[config.mk]
export PLATFORM = sky130hd
export DESIGN_NAME = simd_alu_pipe
export DESIGN_NICKNAME = d
export VERILOG_FILES = /design/src/rtl/simd_alu_pkg.sv /design/src/rtl/simd_alu_lane.sv /design/src/rtl/simd_alu_pipe.sv
export SDC_FILE = /design/constraint.sdc
export NUM_CORES = 2
export LEC_CHECK = 0
export CORE_UTILIZATION = 65
export CTS_CLUSTER_DIAMETER = 50
export DETAILED_ROUTE_END_ITERATION = 10
export PLACE_DENSITY = 0.84
export SKIP_CTS_REPAIR_TIMING = 1
export SLEW_MARGIN = 30
export SYNTH_ARGS = -nofsm -noshare
export SYNTH_HDL_FRONTEND = slang
export SYNTH_HIERARCHICAL = 1
export SYNTH_SLANG_ARGS = --single-unit
[constraint.sdc]
create_clock -name clk -period 11.3 [get_ports clk]
set_input_delay 3.39 -clock clk [delete_from_list [all_inputs] [get_ports clk]]
set_output_delay 3.39 -clock clk [all_outputs]
set_load 0.01 [all_outputs]
[src/rtl/simd_alu_pkg.sv]
// simd_alu_pkg: opcode encoding and flag bit positions shared by the SIMD ALU pipeline.
// Revision 1.0
`default_nettype none

package simd_alu_pkg;

   typedef enum logic [3:0] {
      OP_ADD    = 4'd0,
      OP_SUB    = 4'd1,
      OP_MUL    = 4'd2,
      OP_SRA    = 4'd3,
      OP_MAC    = 4'd4,
      OP_CLRACC = 4'd5
   } alu_op_e;

   localparam int FLAG_N = 3;
   localparam int FLAG_Z = 2;
   localparam int FLAG_C = 1;
   localparam int FLAG_V = 0;

endpackage

`default_nettype wire

[src/rtl/simd_alu_lane.sv]
// simd_alu_lane: one lane's operand/product stage, saturating result stage and accumulator.
// Revision 1.0
`default_nettype none

module simd_alu_lane
   import simd_alu_pkg::*;
#(
   parameter int WIDTH = 16,
   parameter int FRAC  = 15
) (
   input  logic             clk,
   input  logic             rst_n,
   input  logic             load_s1,
   input  logic             load_s2,
   input  alu_op_e          op,
   input  logic [WIDTH-1:0] a,
   input  logic [WIDTH-1:0] b,
   output logic [WIDTH-1:0] res,
   output logic             sat,
   output logic             carry,
   output logic             zero
);

   localparam int XW  = 2*WIDTH + 1;
   localparam int SHW = $clog2(WIDTH);
   localparam logic signed [XW-1:0] C_MAX = {{(XW-WIDTH+1){1'b0}}, {(WIDTH-1){1'b1}}};
   localparam logic signed [XW-1:0] C_MIN = {{(XW-WIDTH+1){1'b1}}, {(WIDTH-1){1'b0}}};

   logic signed [WIDTH-1:0]   a_q, b_q, acc_q, res_c;
   logic signed [2*WIDTH-1:0] prod_q, prod_sh;
   logic signed [XW-1:0]      a_x, b_x, acc_x, prod_x, wide;
   logic [WIDTH:0]            usum;
   logic                      use_sat;

   always_ff @(posedge clk or negedge rst_n) begin
      if (!rst_n) begin
         a_q    <= '0;
         b_q    <= '0;
         prod_q <= '0;
      end else if (load_s1) begin
         a_q    <= a;
         b_q    <= b;
         prod_q <= $signed(a) * $signed(b);
      end
   end

   assign prod_sh = prod_q >>> FRAC;
   assign prod_x  = {prod_sh[2*WIDTH-1], prod_sh};
   assign a_x     = {{(XW-WIDTH){a_q[WIDTH-1]}}, a_q};
   assign b_x     = {{(XW-WIDTH){b_q[WIDTH-1]}}, b_q};
   assign acc_x   = {{(XW-WIDTH){acc_q[WIDTH-1]}}, acc_q};
   assign usum    = {1'b0, a_q} + {1'b0, b_q};

   always_comb begin
      wide    = '0;
      use_sat = 1'b0;
      carry   = 1'b0;
      sat     = 1'b0;
      res_c   = '0;
      case (op)
         OP_ADD: begin
            wide    = a_x + b_x;
            use_sat = 1'b1;
            carry   = usum[WIDTH];
         end
         OP_SUB: begin
            wide    = a_x - b_x;
            use_sat = 1'b1;
            carry   = ($unsigned(a_q) < $unsigned(b_q));
         end
         OP_MUL: begin
            wide    = prod_x;
            use_sat = 1'b1;
         end
         OP_MAC: begin
            wide    = acc_x + prod_x;
            use_sat = 1'b1;
         end
         OP_SRA:  res_c = a_q >>> b_q[SHW-1:0];
         default: res_c = '0;
      endcase
      if (use_sat) begin
         if (wide > C_MAX) begin
            res_c = C_MAX[WIDTH-1:0];
            sat   = 1'b1;
         end else if (wide < C_MIN) begin
            res_c = C_MIN[WIDTH-1:0];
            sat   = 1'b1;
         end else begin
            res_c = wide[WIDTH-1:0];
         end
      end
   end

   assign zero = (res_c == '0);

   // The accumulator advances in the same edge that moves the beat into the output register,
   // so a following MAC already sees the updated value.
   always_ff @(posedge clk or negedge rst_n) begin
      if (!rst_n) begin
         acc_q <= '0;
         res   <= '0;
      end else if (load_s2) begin
         res <= res_c;
         if (op == OP_CLRACC)   acc_q <= '0;
         else if (op == OP_MAC) acc_q <= res_c;
      end
   end

endmodule

`default_nettype wire

[src/rtl/simd_alu_pipe.sv]
// simd_alu_pipe: two-stage, lane-parallel saturating ALU with MAC accumulators and valid/ready handshakes.
// Revision 1.0
`default_nettype none

module simd_alu_pipe
   import simd_alu_pkg::*;
#(
   parameter int LANES = 4,
   parameter int WIDTH = 16,
   parameter int FRAC  = 15
) (
   input  logic                   clk,
   input  logic                   rst_n,
   input  logic                   in_valid,
   output logic                   in_ready,
   input  logic [3:0]             op,
   input  logic [LANES*WIDTH-1:0] a,
   input  logic [LANES*WIDTH-1:0] b,
   output logic                   out_valid,
   input  logic                   out_ready,
   output logic [LANES*WIDTH-1:0] result,
   output logic [3:0]             flags
);

   logic             s1_valid, adv, load_s1, load_s2, op_known;
   alu_op_e          s1_op;
   logic [LANES-1:0] lane_sat, lane_carry, lane_zero;
   logic             z_q, c_q, v_q;

   assign adv      = !out_valid || out_ready;
   assign in_ready = adv || !s1_valid;
   assign load_s1  = in_valid && in_ready;
   assign load_s2  = adv && s1_valid;
   assign op_known = (s1_op <= OP_CLRACC);

   always_ff @(posedge clk or negedge rst_n) begin
      if (!rst_n) begin
         s1_valid  <= 1'b0;
         s1_op     <= OP_ADD;
         out_valid <= 1'b0;
         z_q       <= 1'b0;
         c_q       <= 1'b0;
         v_q       <= 1'b0;
      end else begin
         if (in_ready) s1_valid <= in_valid;
         if (load_s1)  s1_op    <= alu_op_e'(op);
         if (adv)      out_valid <= s1_valid;
         // Unknown opcodes still yield a beat but report no flags at all.
         if (load_s2) begin
            z_q <= op_known && (&lane_zero);
            c_q <= op_known && (|lane_carry);
            v_q <= op_known && (|lane_sat);
         end
      end
   end

   always_comb begin
      flags         = '0;
      flags[FLAG_N] = result[WIDTH-1];
      flags[FLAG_Z] = z_q;
      flags[FLAG_C] = c_q;
      flags[FLAG_V] = v_q;
   end

   generate
      for (genvar i = 0; i < LANES; i++) begin : g_lane
         simd_alu_lane #(
            .WIDTH (WIDTH),
            .FRAC  (FRAC)
         ) u_lane (
            .clk     (clk),
            .rst_n   (rst_n),
            .load_s1 (load_s1),
            .load_s2 (load_s2),
            .op      (s1_op),
            .a       (a[i*WIDTH +: WIDTH]),
            .b       (b[i*WIDTH +: WIDTH]),
            .res     (result[i*WIDTH +: WIDTH]),
            .sat     (lane_sat[i]),
            .carry   (lane_carry[i]),
            .zero    (lane_zero[i])
         );
      end
   endgenerate

endmodule

`default_nettype wire

### Yosys cells after proc, flatten, opt, wreduce, memory -nomap -nowiden

Index checks and enable logic that the tools add are counted.
Widths: inputs -> output; s select.

| storage, ports and cells | value |
|---|---|
| memories kept | 0 |
| memory bits (writable) | 0 |
| register bits after elaboration | 393 |
| latch bits | 0 |
| input port bits | 136 |
| output and inout port bits | 70 |
| ROM bits | 0 |
| word-level logic and storage cells | 133 |

| operators by class | value |
|---|---|
| reductions and logical operators | 20 |
| multiply operators | 4 |
| div/mod/pow operators | 0 |
| eq/ne operators | 5 |
| $lt $le $gt $ge | 13 |
| bitwise operators | 0 |
| mux-type cells | 45 |
| shift operators | 4 |
| $add $sub $neg | 16 |

Operator list:

| operator | count |
|---|---|
| $pmux 33 s4 | 4 |
| $mux 16 | 24 |
| $add 16x16->17 | 8 |
| $gt 33x16->1 const B | 4 |
| $lt 33x16->1 const B | 4 |
| $mul 16x16->32 | 4 |
| $add 16x17->18 | 4 |
| $sub 16x16->17 | 4 |
| $logic_not 16->1 | 4 |
| $lt 16x16->1 | 4 |
| $sshr 16x4->16 | 4 |
| $mux 1 | 13 |
| $reduce_or 4->1 | 3 |
| $eq 4x2->1 const B | 2 |
| $eq 4x3->1 const B | 2 |
| $pmux 1 s2 | 4 |
| $logic_and 1x1->1 | 5 |
| $eq 4x1->1 const B | 1 |
| $le 4x3->1 const B | 1 |
| $logic_not 4->1 | 1 |
| $reduce_and 4->1 | 1 |
| $logic_not 1->1 | 2 |
| $logic_or 1x1->1 | 2 |
| $reduce_and 2->1 | 1 |
| $reduce_bool 2->1 | 1 |

### Logic depth before layout (Yosys ltp)

| logic depth | value |
|---|---|
| depth after elaboration | 9 |
| mapped depth | 27 |
| depth with buffers taken out | 26 |

### Hierarchy

The synthesis kept the hierarchy.

By module, submodules not included:

| module | instances | area an instance (µm²) | cells an instance | seq. area each (µm²) |
|---|---|---|---|---|
| simd_alu_lane at g_lane[1].u_lane | 1 | 16404.5 | 1852 | 2026.9 |
| simd_alu_lane at g_lane[3].u_lane | 1 | 16333.2 | 1861 | 2026.9 |
| simd_alu_lane at g_lane[2].u_lane | 1 | 16045.4 | 1827 | 2026.9 |
| simd_alu_lane at g_lane[0].u_lane | 1 | 16007.9 | 1766 | 2026.9 |
| simd_alu_pipe | 1 | 464.2 | 35 | 225.2 |

### Worst setup path before layout

Ideal clock, no wire load.

| path | value |
|---|---|
| kind | input port to flip-flop |
| from | in b[9] |
| to | reg g_lane[0].u_lane.prod_q[29] |
| data required time | 11175 ps |
| setup slack | 1668 ps |
| library setup time | 125 ps |
| buffers on the path | 2 |
| data arrival time | 9507 ps |
| stages on the path | 24 |
| path through | clkbuf_1 clkbuf_1 nand2_1 fa_1 inv_1 fa_1 fa_1 fa_1 fa_1 inv_1 fa_1 inv_1 ha_1 a211oi_1 o221ai_1 nand2_1 nand2_1 a311oi_1 a211oi_1 o221ai_1 nand2b_1 a21o_1 xor2_1 mux2_2 |

| between the ends | value |
|---|---|
| longest elaborated chain between the ends | 1 |

RTL lines:

| item | line | text |
|---|---|---|
| start, declared | simd_alu_pipe.sv:18 | `input logic [LANES*WIDTH-1:0] b,` |
| $mul 16x16->32 | simd_alu_lane.sv:43 | `prod_q <= $signed(a) * $signed(b);` |
| end signal, assigned | simd_alu_lane.sv:43 |  |
| end, declared | simd_alu_lane.sv:30 | `logic signed [2*WIDTH-1:0] prod_q, prod_sh;` |

No other way between the ends.
A chain may end at the register's enable or synchronous reset.

### Worst setup path after layout

| path | value |
|---|---|
| from | in b[52] |
| to | reg g_lane[3].u_lane.prod_q[29] |

| between the ends | value |
|---|---|
| longest elaborated chain between the ends | 1 |

RTL lines:

| item | line |
|---|---|
| $mul 16x16->32 | simd_alu_lane.sv:43 |
| end signal, assigned | simd_alu_lane.sv:43 |
| end, declared | simd_alu_lane.sv:30 |

No other way between the ends.

==> flow_summary.json <==
{
  "outcome": "finished, final reports clean",
  "synth_edf_count": 0,
  "antenna_found_initial": 1,
  "grt_max_degree": 176,
  "htreeDepth": 2,
  "fin_crit_sh_pct": 91.2,
  "rsz0062_at_grt": "false",
  "wl_met1_um": 70200,
  "path_clk_slew_ns": 0.06,
  "diodes": 0,
  "synth-adder-area-share_pct": 42.3,
  "drt_wl_total_um": 176000,
  "synth-seq-cells": 333,
  "avgSynthCellArea_um2": 8.89,
  "slew-limit-headroom_pct": 36.0,
  "via_per_inst": 6.04,
  "synthMuxAreaShare_pct": 4.24,
  "hp-class": "flip-flop to flip-flop",
  "drt_pass1_iterations": 8,
  "numCtsBuffers": 48,
  "drtIter0Drc": 4671,
  "grt-ovfl-total": 0,
  "syn_area_mm2": 0.0653,
  "ys.flop_type": "dfrtp_1",
  "ios": 206,
  "period_needed_ns": 10.31,
  "gp_congestion": 0.979,
  "ys_seq_area_share_pct": 12.8,
  "multiInputGateArea_mm2": 0.0502,
  "register_area_mm2": 0.00834,
  "synth_top_family_by_area": "adder cells",
  "synth_cell_types": 127,
  "die_x_um": 319,
  "drcViolationCount": 0,
  "row_count": 115,
  "critPathCaptureType": "flip-flop",
  "final_antenna_net_count": 0,
  "cap_violations": 0,
  "synth_area_leader_cell": "fa_1",
  "cp_max_fo": 17,
  "finalSetupViolCount": 0,
  "clk_latency_ns": 0.60,
  "clk_path_buf_depth": 3,
  "grt_pass1_wl_um": 290000,
  "synthArstFlopShare_pct": 100,
  "slew_viol_final": 0,
  "synth_xor_area_share_pct": 2.59,
  "hold_ws_ns": 0.495,
  "die_h_um": 319,
  "synth_cells": 7341,
  "fill_cells": 7418,
  "cp.required_ns": 11.80,
  "synth-compound-area-share_pct": 12.1,
  "grt_pass1_vias": 55131,
  "synth_area_leaders": "fa_1 32%, dfrtp_1 13%, ha_1 9.9%",
  "cts_tree": "built",
  "cp-start-kind": "primary input",
  "clock_sinks": 333,
  "wl_per_cell_um": 20.2,
  "synth-simple-area-share_pct": 15.7,
  "critPathKind": "primary input to flip-flop",
  "cts-root-buf": "clkbuf_16",
  "port_buffers": 205,
  "start_util_pct": 66.0,
  "via_count": 52490,
  "post-dp-hpwl_um": 140000,
  "synth_top_area_share_pct": 32.4,
  "hold_viol_final": 0,
  "max_freq_mhz": 97.0,
  "track_usage_pct": 35.7,
  "synth_warnings": 6,
  "syn_nets": 9049,
  "setup_tns_ns": 0,
  "drive_gt1_share_pct": 6.15,
  "area_delta_synth_final_pct": 7.28,
  "wl_met3_um": 14800,
  "cp.arrival_ns": 10.81,
  "core_mm2": 0.0989,
  "dieArea_mm2": 0.102,
  "fin_worst_skew_ns": 0.0228,
  "top_layer": "met5",
  "worst_slew_pin_slew_ns": 0.956,
  "wl_met2_um": 83200,
  "final_nets": 9071
}
[per-layer routing]
metal  vias to the layer above  GRT usage (%)
li1                      23393              -
met1                     26128           47.7
met2                      2442           58.2
met3                       525           5.68
met4                         2           14.3
met5                         -              0
[cell usage in the layout, fill, tap and decap left out, drive strengths merged, types with 25 or more instances in the layout]
cell,instances
o211ai,62
a211oi,50
nand3,74
mux2,142
ha,516
a31oi,26
inv,1439
nand2,843
buf,90
nor2,322
clkinv,27
o21ai,301
dfrtp,333
nand4,27
o21a,50
clkbuf,52
and3,30
nand2b,64
nor3,77
a221oi,29
a21oi,320
mux2i,47
xnor2,149
mux4,30
nor2b,50
xor2,44
fa,1056
a21o,52
and2,486
clkdlybuf4s50,204
o31ai,25
[final timing paths]
check,startpoint,end,slack (ns),cells past startpoint
setup / recovery,b[52],g_lane[3].u_lane/prod_q[29],0.99,23
hold / removal,g_lane[1].u_lane/acc_q[11],g_lane[1].u_lane/acc_q[11],0.49,2
setup reg to reg,g_lane[1].u_lane/b_q[1],z_q,5.23,16
hold reg to reg,g_lane[1].u_lane/acc_q[11],g_lane[1].u_lane/acc_q[11],0.49,2
max in group asynchronous,rst_n,s1_op[0],7.05,3
min in group asynchronous,rst_n,g_lane[2].u_lane/prod_q[24],2.81,1
[stage by stage]
step           worst slack [ns]  util (%)  cell area [um2]  std cells
4_1_cts                    1.09      70.8            69900       8686
5_1_grt                   0.680      70.8            70000       8688
6_report                  0.993      70.8            70000       8688
3_5_place_dp              0.488      69.1            68300       8598
3_3_place_gp              0.692      69.1            68300       8598
2_1_floorplan              1.67         -            65300       7341
[sequential cells by signal, summed over array words and instances (netlist names)]
| register | count |
|---|---|
| z_q | 1 |
| s1_valid | 1 |
| out_valid | 1 |
| s1_op | 4 |
| g_lane.u_lane/b_q | 64 |
| g_lane.u_lane/a_q | 64 |
| g_lane.u_lane/prod_q | 68 |
| c_q | 1 |
| g_lane.u_lane/acc_q | 64 |
| g_lane.u_lane/res | 64 |
| v_q | 1 |
[cell usage after synthesis (13+ instances only)]
cell,number
nand4_1,26
o22ai_1,15
o21bai_1,23
nor2b_1,49
o21ai_0,275
nand3_1,72
clkbuf_1,260
a22oi_1,14
a211oi_2,13
and2_1,485
mux4_2,30
a21o_1,51
xnor2_1,149
a222oi_1,17
buf_1,15
o31ai_1,23
mux2i_1,47
inv_1,1427
a31oi_1,26
fa_1,1056
or2_2,14
nand2_1,841
mux2_2,137
or3_1,23
nor4_1,16
a211oi_1,37
a21oi_1,317
a221oi_1,29
o211a_1,22
o21a_1,47
nand2b_1,64
xor2_1,44
o211ai_1,61
nor3_1,70
and3_1,29
ha_1,516
nor2_1,321
o21ai_1,23
a22o_1,19
dfrtp_1,333
buf_2,25
buf_4,13
[area by class of cell]
class                           instances  area share, %
Timing Repair Buffer                  294           3.99
Sequential cell                       333           11.9
Clock inverter                         36          0.620
Multi-Input combinational cell       5248           71.7
Inverter                             1438           7.72
Tap cell                             1287           2.30
Clock buffer                           52           1.77
[critical path, stage by stage]
cell and delay, ns:
clkdlybuf4s50_1 0.72, and2_1 0.34, fa_1 0.53, inv_1 0.05, fa_1 0.48, fa_1 0.52, fa_1 0.54, inv_1 0.05
fa_1 0.48, inv_1 0.05, fa_1 0.47, inv_1 0.05, ha_1 0.28, a21o_1 0.16, a21o_1 0.19, a2111oi_0 0.40
o21a_1 0.22, o31ai_1 0.19, o21ai_0 0.51, a21boi_1 0.23, o31ai_1 0.31, or3b_1 0.38, a31o_2 0.24
[kinds of logic (layout without fill, tap and decap cells)]
family | count (synthesis) | in the layout
AO/OA/AOI/OAI | 1178 | 1178
XOR/XNOR | 193 | 193
AND/OR/NAND/NOR | 2086 | 2086
flip-flops | 333 | 333
buffers and inverters | 1760 | 1820
adder cells (fa/ha/maj) | 1572 | 1572
multiplexers | 219 | 219
Power is not shown: default switching activity piles up to over one toggle a cycle in this logic, so the estimate is an artifact.
